## src/rtl/pipeline_hazard_ctrl_if.sv

```systemverilog
// rtl/pipeline_hazard_ctrl_if.sv - hazard controller <-> datapath signal bundle
//
// Purpose: carries the pipeline-register tags the hazard controller inspects
// and the stage enables, flushes and forwarding selects it returns.
// Modports:
//   master - datapath side: drives register tags and controls, receives the
//            stage control.
//   slave  - controller side: the mirror of master.
// Signals:
//   id_*   IF/ID source registers and their use flags
//   ex_*   ID/EX sources, destination, memread/regwrite, branch-taken
//   mem_*  EX/MEM destination, regwrite, access flag; dmem_ready from memory
//   wb_*   MEM/WB destination and regwrite; halt_req when ecall/ebreak is in WB
//   out    pc/stage write enables, if_id_flush, id_ex_bubble, mem_wb_bubble,
//          forward_a/forward_b, halted, mem_timeout
interface pipeline_hazard_ctrl_if;
  logic [4:0] id_rs1;
  logic [4:0] id_rs2;
  logic       id_uses_rs1;
  logic       id_uses_rs2;
  logic [4:0] ex_rs1;
  logic [4:0] ex_rs2;
  logic [4:0] ex_rd;
  logic       ex_memread;
  logic       ex_regwrite;
  logic       ex_branch_taken;
  logic [4:0] mem_rd;
  logic       mem_regwrite;
  logic       mem_access;
  logic       dmem_ready;
  logic [4:0] wb_rd;
  logic       wb_regwrite;
  logic       halt_req;

  logic       pc_write;
  logic       if_id_write;
  logic       id_ex_write;
  logic       ex_mem_write;
  logic       if_id_flush;
  logic       id_ex_bubble;
  logic       mem_wb_bubble;
  logic [1:0] forward_a;
  logic [1:0] forward_b;
  logic       halted;
  logic       mem_timeout;

  modport master (
    output id_rs1, id_rs2, id_uses_rs1, id_uses_rs2,
    output ex_rs1, ex_rs2, ex_rd, ex_memread, ex_regwrite, ex_branch_taken,
    output mem_rd, mem_regwrite, mem_access, dmem_ready,
    output wb_rd, wb_regwrite, halt_req,
    input  pc_write, if_id_write, id_ex_write, ex_mem_write,
    input  if_id_flush, id_ex_bubble, mem_wb_bubble,
    input  forward_a, forward_b, halted, mem_timeout
  );

  modport slave (
    input  id_rs1, id_rs2, id_uses_rs1, id_uses_rs2,
    input  ex_rs1, ex_rs2, ex_rd, ex_memread, ex_regwrite, ex_branch_taken,
    input  mem_rd, mem_regwrite, mem_access, dmem_ready,
    input  wb_rd, wb_regwrite, halt_req,
    output pc_write, if_id_write, id_ex_write, ex_mem_write,
    output if_id_flush, id_ex_bubble, mem_wb_bubble,
    output forward_a, forward_b, halted, mem_timeout
  );
endinterface

```

## src/rtl/pipeline_hazard_ctrl.sv

```systemverilog
// rtl/pipeline_hazard_ctrl.sv - central stall/flush/forward controller for the 5-stage pipeline
//
// Purpose: each cycle decides stage write-enables, bubbles, flushes and
// operand forwarding selects; resolves load-use hazards, taken-branch flushes
// and multi-cycle data-memory waits, and latches a halt.
// Ports:
//   clock        rising-edge clock
//   reset        asynchronous active-low reset
//   hz           pipeline_hazard_ctrl_if.slave (tags in, stage control out)
//   stall_cycles perf counter, only with HAZARD_PERF_CNT_EN
//   flush_count  perf counter, only with HAZARD_PERF_CNT_EN
// Configuration macro: HAZARD_PERF_CNT_EN adds the two saturating counters.
// Stage control is Mealy: combinational from inputs and the registered state.
module pipeline_hazard_ctrl #(
  parameter int MEM_TIMEOUT = 16,
  parameter int CNT_W       = 32
) (
  input  logic                   clock,
  input  logic                   reset,
  pipeline_hazard_ctrl_if.slave  hz
`ifdef HAZARD_PERF_CNT_EN
  ,
  output logic [CNT_W-1:0]       stall_cycles,
  output logic [CNT_W-1:0]       flush_count
`endif
);

  typedef enum logic [1:0] {
    S_RUN      = 2'd0,
    S_MEM_WAIT = 2'd1,
    S_HALTED   = 2'd2
  } state_t;

  localparam int                WAIT_W   = $clog2(MEM_TIMEOUT + 1);
  localparam logic [WAIT_W-1:0] WAIT_MAX = WAIT_W'(MEM_TIMEOUT);

  state_t            state;
  state_t            next_state;
  logic [WAIT_W-1:0] wait_cnt;
  logic              mem_timeout_q;

  logic       pc_write;
  logic       if_id_write;
  logic       id_ex_write;
  logic       ex_mem_write;
  logic       if_id_flush;
  logic       id_ex_bubble;
  logic       mem_wb_bubble;
  logic       mem_stall;
  logic       load_use;
  logic [1:0] forward_a;
  logic [1:0] forward_b;

  assign load_use = hz.ex_memread && (hz.ex_rd != 5'd0) &&
                    ((hz.id_uses_rs1 && (hz.id_rs1 == hz.ex_rd)) ||
                     (hz.id_uses_rs2 && (hz.id_rs2 == hz.ex_rd)));

  // Priority: halted > halt request (RUN only) > memory wait > taken branch
  // > load-use > normal flow. A branch beats load-use because the stalled ID
  // instruction is on the wrong path anyway.
  always_comb begin
    pc_write      = 1'b0;
    if_id_write   = 1'b0;
    id_ex_write   = 1'b0;
    ex_mem_write  = 1'b0;
    if_id_flush   = 1'b0;
    id_ex_bubble  = 1'b0;
    mem_wb_bubble = 1'b0;
    mem_stall     = 1'b0;
    next_state    = state;
    if (!reset) begin
      next_state = S_RUN;
    end else if (state == S_HALTED) begin
      next_state = S_HALTED;
    end else if ((state == S_RUN) && hz.halt_req) begin
      // The WB write of the ecall/ebreak still lands; everything else freezes.
      next_state = S_HALTED;
    end else if (hz.mem_access && !hz.dmem_ready) begin
      mem_wb_bubble = 1'b1;
      mem_stall     = 1'b1;
      next_state    = S_MEM_WAIT;
    end else begin
      // Also the MEM_WAIT exit: with dmem_ready the normal rules apply at once.
      next_state = S_RUN;
      if (hz.ex_branch_taken) begin
        pc_write     = 1'b1;
        if_id_write  = 1'b1;
        id_ex_write  = 1'b1;
        ex_mem_write = 1'b1;
        if_id_flush  = 1'b1;
        id_ex_bubble = 1'b1;
      end else if (load_use) begin
        id_ex_write  = 1'b1;
        ex_mem_write = 1'b1;
        id_ex_bubble = 1'b1;
      end else begin
        pc_write     = 1'b1;
        if_id_write  = 1'b1;
        id_ex_write  = 1'b1;
        ex_mem_write = 1'b1;
      end
    end
  end

  // Forwarding ignores the FSM except for the frozen and reset cases.
  always_comb begin
    forward_a = 2'b00;
    forward_b = 2'b00;
    if (reset && (state != S_HALTED)) begin
      if (hz.mem_regwrite && (hz.mem_rd != 5'd0) && (hz.mem_rd == hz.ex_rs1))
        forward_a = 2'b10;
      else if (hz.wb_regwrite && (hz.wb_rd != 5'd0) && (hz.wb_rd == hz.ex_rs1))
        forward_a = 2'b01;
      if (hz.mem_regwrite && (hz.mem_rd != 5'd0) && (hz.mem_rd == hz.ex_rs2))
        forward_b = 2'b10;
      else if (hz.wb_regwrite && (hz.wb_rd != 5'd0) && (hz.wb_rd == hz.ex_rs2))
        forward_b = 2'b01;
    end
  end

  // wait_cnt counts consecutive memory-stall cycles, including the RUN cycle
  // that first sees the stall; any non-stall cycle restarts it.
  always_ff @(posedge clock or negedge reset) begin
    if (!reset) begin
      state         <= S_RUN;
      wait_cnt      <= '0;
      mem_timeout_q <= 1'b0;
`ifdef HAZARD_PERF_CNT_EN
      stall_cycles  <= '0;
      flush_count   <= '0;
`endif
    end else begin
      state <= next_state;
      if (mem_stall) begin
        if (wait_cnt != WAIT_MAX)
          wait_cnt <= wait_cnt + 1'b1;
        if (wait_cnt == WAIT_MAX - 1'b1)
          mem_timeout_q <= 1'b1;
      end else begin
        wait_cnt <= '0;
      end
`ifdef HAZARD_PERF_CNT_EN
      if (!pc_write && (state != S_HALTED) && (stall_cycles != {CNT_W{1'b1}}))
        stall_cycles <= stall_cycles + 1'b1;
      if (if_id_flush && (flush_count != {CNT_W{1'b1}}))
        flush_count <= flush_count + 1'b1;
`endif
    end
  end

  assign hz.pc_write      = pc_write;
  assign hz.if_id_write   = if_id_write;
  assign hz.id_ex_write   = id_ex_write;
  assign hz.ex_mem_write  = ex_mem_write;
  assign hz.if_id_flush   = if_id_flush;
  assign hz.id_ex_bubble  = id_ex_bubble;
  assign hz.mem_wb_bubble = mem_wb_bubble;
  assign hz.forward_a     = forward_a;
  assign hz.forward_b     = forward_b;
  assign hz.halted        = (state == S_HALTED);
  assign hz.mem_timeout   = mem_timeout_q;

endmodule

```

## src/flat_wrapper.sv

```systemverilog
// flat-port wrapper written by rule: the top's interface ports become plain ports
module pipeline_hazard_ctrl_flat 
#(
  parameter int MEM_TIMEOUT = 16,
  parameter int CNT_W       = 32
)
  (clock, reset, hz_id_rs1, hz_id_rs2, hz_id_uses_rs1, hz_id_uses_rs2, hz_ex_rs1, hz_ex_rs2, hz_ex_rd, hz_ex_memread, hz_ex_regwrite, hz_ex_branch_taken, hz_mem_rd, hz_mem_regwrite, hz_mem_access, hz_dmem_ready, hz_wb_rd, hz_wb_regwrite, hz_halt_req, hz_pc_write, hz_if_id_write, hz_id_ex_write, hz_ex_mem_write, hz_if_id_flush, hz_id_ex_bubble, hz_mem_wb_bubble, hz_forward_a, hz_forward_b, hz_halted, hz_mem_timeout);
  pipeline_hazard_ctrl_if hz_i ();
  input  logic clock;
  input  logic reset;
  input wire logic [$bits(hz_i.id_rs1)-1:0] hz_id_rs1;
  input wire logic [$bits(hz_i.id_rs2)-1:0] hz_id_rs2;
  input wire logic [$bits(hz_i.id_uses_rs1)-1:0] hz_id_uses_rs1;
  input wire logic [$bits(hz_i.id_uses_rs2)-1:0] hz_id_uses_rs2;
  input wire logic [$bits(hz_i.ex_rs1)-1:0] hz_ex_rs1;
  input wire logic [$bits(hz_i.ex_rs2)-1:0] hz_ex_rs2;
  input wire logic [$bits(hz_i.ex_rd)-1:0] hz_ex_rd;
  input wire logic [$bits(hz_i.ex_memread)-1:0] hz_ex_memread;
  input wire logic [$bits(hz_i.ex_regwrite)-1:0] hz_ex_regwrite;
  input wire logic [$bits(hz_i.ex_branch_taken)-1:0] hz_ex_branch_taken;
  input wire logic [$bits(hz_i.mem_rd)-1:0] hz_mem_rd;
  input wire logic [$bits(hz_i.mem_regwrite)-1:0] hz_mem_regwrite;
  input wire logic [$bits(hz_i.mem_access)-1:0] hz_mem_access;
  input wire logic [$bits(hz_i.dmem_ready)-1:0] hz_dmem_ready;
  input wire logic [$bits(hz_i.wb_rd)-1:0] hz_wb_rd;
  input wire logic [$bits(hz_i.wb_regwrite)-1:0] hz_wb_regwrite;
  input wire logic [$bits(hz_i.halt_req)-1:0] hz_halt_req;
  output wire logic [$bits(hz_i.pc_write)-1:0] hz_pc_write;
  output wire logic [$bits(hz_i.if_id_write)-1:0] hz_if_id_write;
  output wire logic [$bits(hz_i.id_ex_write)-1:0] hz_id_ex_write;
  output wire logic [$bits(hz_i.ex_mem_write)-1:0] hz_ex_mem_write;
  output wire logic [$bits(hz_i.if_id_flush)-1:0] hz_if_id_flush;
  output wire logic [$bits(hz_i.id_ex_bubble)-1:0] hz_id_ex_bubble;
  output wire logic [$bits(hz_i.mem_wb_bubble)-1:0] hz_mem_wb_bubble;
  output wire logic [$bits(hz_i.forward_a)-1:0] hz_forward_a;
  output wire logic [$bits(hz_i.forward_b)-1:0] hz_forward_b;
  output wire logic [$bits(hz_i.halted)-1:0] hz_halted;
  output wire logic [$bits(hz_i.mem_timeout)-1:0] hz_mem_timeout;
  assign hz_i.id_rs1 = hz_id_rs1;
  assign hz_i.id_rs2 = hz_id_rs2;
  assign hz_i.id_uses_rs1 = hz_id_uses_rs1;
  assign hz_i.id_uses_rs2 = hz_id_uses_rs2;
  assign hz_i.ex_rs1 = hz_ex_rs1;
  assign hz_i.ex_rs2 = hz_ex_rs2;
  assign hz_i.ex_rd = hz_ex_rd;
  assign hz_i.ex_memread = hz_ex_memread;
  assign hz_i.ex_regwrite = hz_ex_regwrite;
  assign hz_i.ex_branch_taken = hz_ex_branch_taken;
  assign hz_i.mem_rd = hz_mem_rd;
  assign hz_i.mem_regwrite = hz_mem_regwrite;
  assign hz_i.mem_access = hz_mem_access;
  assign hz_i.dmem_ready = hz_dmem_ready;
  assign hz_i.wb_rd = hz_wb_rd;
  assign hz_i.wb_regwrite = hz_wb_regwrite;
  assign hz_i.halt_req = hz_halt_req;
  assign hz_pc_write = hz_i.pc_write;
  assign hz_if_id_write = hz_i.if_id_write;
  assign hz_id_ex_write = hz_i.id_ex_write;
  assign hz_ex_mem_write = hz_i.ex_mem_write;
  assign hz_if_id_flush = hz_i.if_id_flush;
  assign hz_id_ex_bubble = hz_i.id_ex_bubble;
  assign hz_mem_wb_bubble = hz_i.mem_wb_bubble;
  assign hz_forward_a = hz_i.forward_a;
  assign hz_forward_b = hz_i.forward_b;
  assign hz_halted = hz_i.halted;
  assign hz_mem_timeout = hz_i.mem_timeout;
  pipeline_hazard_ctrl #(.MEM_TIMEOUT(MEM_TIMEOUT), .CNT_W(CNT_W)) u_core (.clock(clock), .reset(reset), .hz(hz_i));
endmodule
```

## config.mk

```make
export PLATFORM = sky130hd
export DESIGN_NAME = pipeline_hazard_ctrl_flat
export DESIGN_NICKNAME = d
export VERILOG_FILES = /design/src/rtl/pipeline_hazard_ctrl_if.sv /design/src/rtl/pipeline_hazard_ctrl.sv /design/src/flat_wrapper.sv
export SDC_FILE = /design/constraint.sdc
export NUM_CORES = 1
export LEC_CHECK = 0
export CORE_ASPECT_RATIO = 1.75
export CORE_MARGIN = 2
export CORE_UTILIZATION = 29
export DETAILED_ROUTE_END_ITERATION = 10
export HOLD_SLACK_MARGIN = 0.08
export PLACE_DENSITY = 0.72
export SLEW_MARGIN = 15
export SYNTH_ARGS = -nofsm -noshare
export SYNTH_HDL_FRONTEND = slang
export SYNTH_SLANG_ARGS = --single-unit
```

## constraint.sdc

```tcl
create_clock -name clock -period 1.6 [get_ports clock]
set_input_delay 0.32 -clock clock [delete_from_list [all_inputs] [get_ports clock]]
set_output_delay 0.32 -clock clock [all_outputs]
set_load 0.005 [all_outputs]
```

==> metrics.txt, run 1 <==
MaxCap Viol Count 0; area of placed instances around 0.0016 mm²; Fmax 545 MHz; first-pass GRT wire length 4.89 mm; Data arrival, critical path roughly 1.5 ns; crit path launch type primary input; crit share post-route 115%; EDFF count, synth 0; fraction of layout cells with a size suffix above 1 a little under half; Tot Pwr 801 µW; DR WL/cell 14.7 µm; number of cell rows 25; flops & latches, synth 8; status finished, violations left; post-route cell area 0.00178 mm²; worst reg2reg path startpoint u_core.wait_cnt[0]; Reg2Reg Setup Slack 0.27 ns; HPWL after detailed placement 2.60 mm; failing checks negative setup slack; root buffer cell clkbuf_8; Period minus WS final 1.84 ns; Vias 1061; dpl ws -0.969 ns; Critical Path Sink Type primary output; Clock Skew ~0.0026 ns; crit path max fanout 2; via/cell ratio 4.82; critical path launch point hz_ex_rs2[1]; CTS clk-pin slew, worst paths 0.04 ns; Final Non-Filler Cells 220; FF-to-FF path depth 7; Synth Flop Type dfrtp_1; vias in the first global route ~1200; GRT Overall Usage between 10% and 20%; Placed Cells 204; nets 245; RR Endpoint u_core.wait_cnt[1]; Post-Syn Area ~840 µm²; setup ws final -0.236 ns; routability congestion estimate about 0.87; Worst EP required 1.28 ns; Hold Crit Class primary input to asynchronous set/reset pin; crit path kind primary input to primary output; Avg Cell Area, Syn slightly above 8 µm²; ant diodes 0; IO buf count 58; Syn Nets 153; Final Setup Violations 7; hold buffers post-CTS 0; unrepaired setup endpoints after global routing true; # IOs 60; Setup crit end hz_forward_b[0]; starting density of the core 31.0%; pin count of the biggest net entering global routing 11; grt ovf 0; Die H between 70 and 80 µm; worst vdd ir slightly below 0.0005 V; antenna violations before repair 0; WL final 3.23 mm; Slew headroom 83.8%; maximum clock path buffer count 2; commonest cells after routing, fill and taps aside buf_4 (27), xnor2_1 (18), buf_2 (17), dlygate4sd2_1 (16), xor2_1 (13); Core Area 0.00272 mm²; Fin Hold WS 0.230 ns; total CTS buffers 3; P per Cell Area 451 mW/mm²; Yosys Warn Count 0; htree depth 1; FILL cells between 200 and 250; Iter 0 DRT Violations 13; commonest non-fill, non-tap cell in the layout buf_4; Slew Viols, Final 0; area grow syn2layout 111%; async set-reset flop share out of synthesis 100%; CTS tree yes; clk sinks 8; drt pass-1 iters 4; Leak 0.891 nW; post-synthesis sequential area ratio 23.7%; Die ar. roughly 0.0034 mm²; DRT antenna net count 0; Remaining DRCs 0; Die W 44.8 µm; Cell variety after synth 26; Final Hold Viols 0; worst-margin pin slew 0.241 ns; Cells after Synth 103; Clock Latency Late Sink 0.24 ns
cell type report:
class / count / area [µm²] / area share, %
Clock buffer: 3 / 41.3 / 2.32
Timing Repair Buffer: 89 / 726 / 40.8
Multi-Input combinational cell: 84 / 742 / 41.7
Sequential cell: 8 / 201 / 11.3
Tap cell: 27 / 33.8 / 1.90
Inverter: 9 / 33.8 / 1.90
power breakdown:
part	switching (mW)	total [mW]	internal, mW
combinational	0.146	0.344	0.198
clock	0.0843	0.248	0.163
sequential	0.00296	0.210	0.207
cells in the mapped netlist (all sizes together) (3+ instances only):
library cell,number,area share (%)
nor4,4,3.0
nor3,9,5.3
nor2,5,2.2
dfrtp,8,24
nand2,6,2.7
inv,9,4.0
ha,3,4.5
xnor2,18,19
xor2,15,16
nand3,7,4.2
cells by family after synthesis:
family | synth area share (%)
DFF | 23.7
muxes | 1.19
buffers and inverters | 5.79
xor gates and xnor gates | 34.3
adders and majority gates | 4.45
AOI/OAI and AO/OA | 6.97
and+or+nand+nor | 23.6
sequential cells by signal, summed over array words and instances, names as in the netlist:
signal and cells:
u_core.wait_cnt 5, u_core.state 2, u_core.hz.mem_timeout 1
per-layer routing:
metal / up-vias / routed length [µm] / GRT usage (%)
met2: 29 / 1990 / 40.6
li1: 525 / - / -
met3: 13 / 101 / 1.90
met1: 494 / 979 / 17.7
met4: 0 / 151 / 11.8
met5: - / 0 / 0
worst min path at each step:
stage,start,end,slack [ns],cells past startpoint
floorplan,reset,u_core.hz.mem_timeout,0.02,0
global placement,u_core.hz.mem_timeout,u_core.hz.mem_timeout,0.44,1
detailed placement,u_core.hz.mem_timeout,u_core.hz.mem_timeout,0.45,1
CTS,reset,u_core.wait_cnt[3],0.23,2
global route,reset,u_core.wait_cnt[3],0.26,2
finish,reset,u_core.wait_cnt[3],0.23,2
worst max-delay path, cell delays in order:
cell and delay (ns):
clkdlybuf4s50_1 0.50, buf_4 0.12, xnor2_1 0.10, nand3_1 0.14, nor3_2 0.20, buf_2 0.14
through the flow:
| stage | TNS (ns) | util (%) |
|---|---|---|
| floorplan | -0.0147 | - |
| detailed placement | -8.01 | 58.0 |
| CTS | -1.49 | 61.9 |
| finish | -1.38 | 65.3 |
| global placement | -7.72 | 58.0 |
| global route | -1.70 | 65.3 |
timing repair:
action                     4_1_cts  5_1_grt
setup buffers                   12        2
gates resized for setup        142       29
pin swaps                       27       16
setup endpoints to repair       12       10
Note: power is estimated with default switching activity, not from simulation.
==> run 2: changes to the inputs <==
--- a/config.mk
+++ b/config.mk
@@ -11,6 +11,7 @@
 export DETAILED_ROUTE_END_ITERATION = 10
 export HOLD_SLACK_MARGIN = 0.08
 export PLACE_DENSITY = 0.72
+export SKIP_LAST_GASP = 1
 export SLEW_MARGIN = 15
 export SYNTH_ARGS = -nofsm -noshare
 export SYNTH_HDL_FRONTEND = slang
==> run 2 against run 1 <==
The flow still finishes with violations (negative setup slack). Via count decreased by 0.66%. Cell count unchanged. Utilization increased by 0.64 points. Wire length increased by 3.9%. Worst setup slack got worse by 0.0073 ns. Critical path type unchanged. Largest power group unchanged. Flip-flop and latch count unchanged. First-iteration DRC count decreased by 31%. Fmax decreased by 0.40%. Count of clock-buffer cells in the layout unchanged.
==> metrics.txt, run 2 (same netlist as run 1, synthesis figures left out) <==
status finished, violations left (unchanged); failing checks negative setup slack (unchanged); DR WL/cell 15.2 µm (was 14.7 µm); MaxCap Viol Count 0 (unchanged); CTS tree yes (unchanged); clk sinks 8 (unchanged); Most flops, register u_core.wait_cnt (unchanged); Leak 0.902 nW (was 0.891 nW); Die H 75.3 µm (unchanged); crit share post-route 115% (about the same); fraction of layout cells with a size suffix above 1 45.1% (unchanged); Data arrival, critical path 1.52 ns (about the same); commonest non-fill, non-tap cell in the layout buf_4 (unchanged); Fmax 543 MHz (was 545 MHz); crit path kind primary input to primary output (unchanged); area grow syn2layout 113% (was 111%); vias in the first global route 1154 (unchanged); pin count of the biggest net entering global routing 11 (unchanged); drt pass-1 iters 3 (was 4); HPWL after detailed placement 2.60 mm (unchanged); DRT antenna net count 0 (unchanged); WL final 3.35 mm (was 3.23 mm); dpl ws -0.969 ns (unchanged); IO buf count 58 (unchanged); worst-margin pin slew 0.241 ns (about the same); Final Setup Violations 8 (was 7); GRT Overall Usage 20.0% (unchanged); Final Hold Viols 0 (unchanged); first-pass GRT wire length 4.89 mm (unchanged); maximum clock path buffer count 2 (unchanged); crit path launch type primary input (unchanged); Clock Latency Late Sink 0.24 ns (about the same); setup ws final -0.243 ns (was -0.236 ns); total CTS buffers 3 (unchanged); ant diodes 0 (unchanged); Die ar. 0.00337 mm² (unchanged); Iter 0 DRT Violations 9 (was 13); grt ovf 0 (unchanged); Critical Path Sink Type primary output (unchanged); via/cell ratio 4.79 (was 4.82); number of cell rows 25 (unchanged); hold buffers post-CTS 0 (unchanged); Slew Viols, Final 0 (unchanged); nets 245 (unchanged); Core Area 0.00272 mm² (unchanged); routability congestion estimate 0.868 (unchanged); met3 routed WL 113 µm (was 101 µm); Crit-path slowest cell or4_4 (was clkdlybuf4s50_1); FILL cells 233 (unchanged); Remaining DRCs 0 (unchanged); Period minus WS final 1.84 ns (about the same); Worst EP required 1.28 ns (about the same); # IOs 60 (unchanged); P per Cell Area 450 mW/mm² (was 451 mW/mm²); setup TNS -1.40 ns (was -1.38 ns); antenna violations before repair 0 (unchanged); wl on met1 1.02 mm (was 979 µm); Vias 1054 (was 1061); critical path's largest stage delay 0.53 ns (was 0.50 ns); Critical Path, Cell by Cell buf_6 -> or4_4 -> o21ai_4 -> buf_4 -> nor3_4 -> nor3_2 -> buf_2 (was clkdlybuf4s50_1 -> buf_4 -> xnor2_1 -> nand3_1 -> nor3_2 -> buf_2); Die W 44.8 µm (unchanged); CTS clk-pin slew, worst paths 0.04 ns (about the same); Slew headroom 83.8% (about the same); crit path max fanout 2 (unchanged); commonest cells after routing, fill and taps aside buf_4 (27), buf_2 (18), xnor2_1 (17), dlygate4sd2_1 (16), xor2_1 (13) (was buf_4 (27), xnor2_1 (18), buf_2 (17), dlygate4sd2_1 (16), xor2_1 (13)); root buffer cell clkbuf_8 (unchanged); worst vdd ir 0.000463 V (was 0.000493 V); unrepaired setup endpoints after global routing true (unchanged); DR WL met2 2.08 mm (was 1.99 mm); Clock Skew 0.00263 ns (unchanged); Hold Crit Class primary input to asynchronous set/reset pin (unchanged); starting density of the core 31.0% (unchanged); max layer used met4 (unchanged); max reg flops 5 (unchanged); htree depth 1 (unchanged)
-- run 2: layout make-up --
class                      instances  area [µm²]  area share (%)
timing repair buffer              89         727            40.5
tap                               27        33.8            1.88
clock buffer                       3        41.3            2.30
inverter                           9        33.8            1.88
sequential                         8         201            11.2
multi-input combinational         84         758            42.2
-- run 2: timing repair --
item / in CTS / in global routing
hold endpoints to repair: 0 / 0
pin swaps: 27 / 15
setup buffers: 12 / 2
setup endpoints to repair: 12 / 10
resized for setup: 141 / 28
-- run 2: worst max-delay path: cells and delay by family --
kind            cells  cell delay [ns]
simple gates        3             0.67
buf+inv             3             0.37
compound gates      1             0.16
-- run 2: path summary, 6_finish.rpt --
check	from	end	slack, ns	cells after the start
worst max-delay path	hz_mem_rd[3]	hz_forward_b[0]	-0.24	7
worst min-delay path	reset	u_core.wait_cnt[3]	0.23	2
worst max register to register	u_core.wait_cnt[0]	u_core.wait_cnt[1]	0.27	7
worst min register to register	u_core.hz.mem_timeout	u_core.hz.mem_timeout	0.47	1
max in group asynchronous	reset	u_core.state[1]	1.23	2
min in group clock	u_core.hz.mem_timeout	u_core.hz.mem_timeout	0.47	1
-- run 2: per-layer routing --
layer  up-vias  track usage, %
met1       490            17.7
met5         -               0
li1        524               -
met3        11            1.90
met2        29            40.6
met4         0            11.8
-- run 2: power breakdown --
part           internal, mW  leakage [nW]  total, mW  switching [mW]
clock                 0.163        0.0216      0.248          0.0843
combinational         0.199         0.772      0.350           0.151
sequential            0.207         0.109      0.210         0.00309
-- run 2: per-stage QoR --
step / instance area [µm²] / util, % / std cells / hold slack (ns) / power, mW
CTS: 1690 / 62.0 / 218 / 0.227 / 0.784
global placement: 1580 / 58.0 / 204 / 0.445 / 0.514
floorplan: 843 / - / 103 / 0.0244 / 0.311
detailed placement: 1580 / 58.0 / 204 / 0.454 / 0.520
global route: 1800 / 66.0 / 220 / 0.259 / 0.848
finish: 1800 / 66.0 / 220 / 0.227 / 0.808
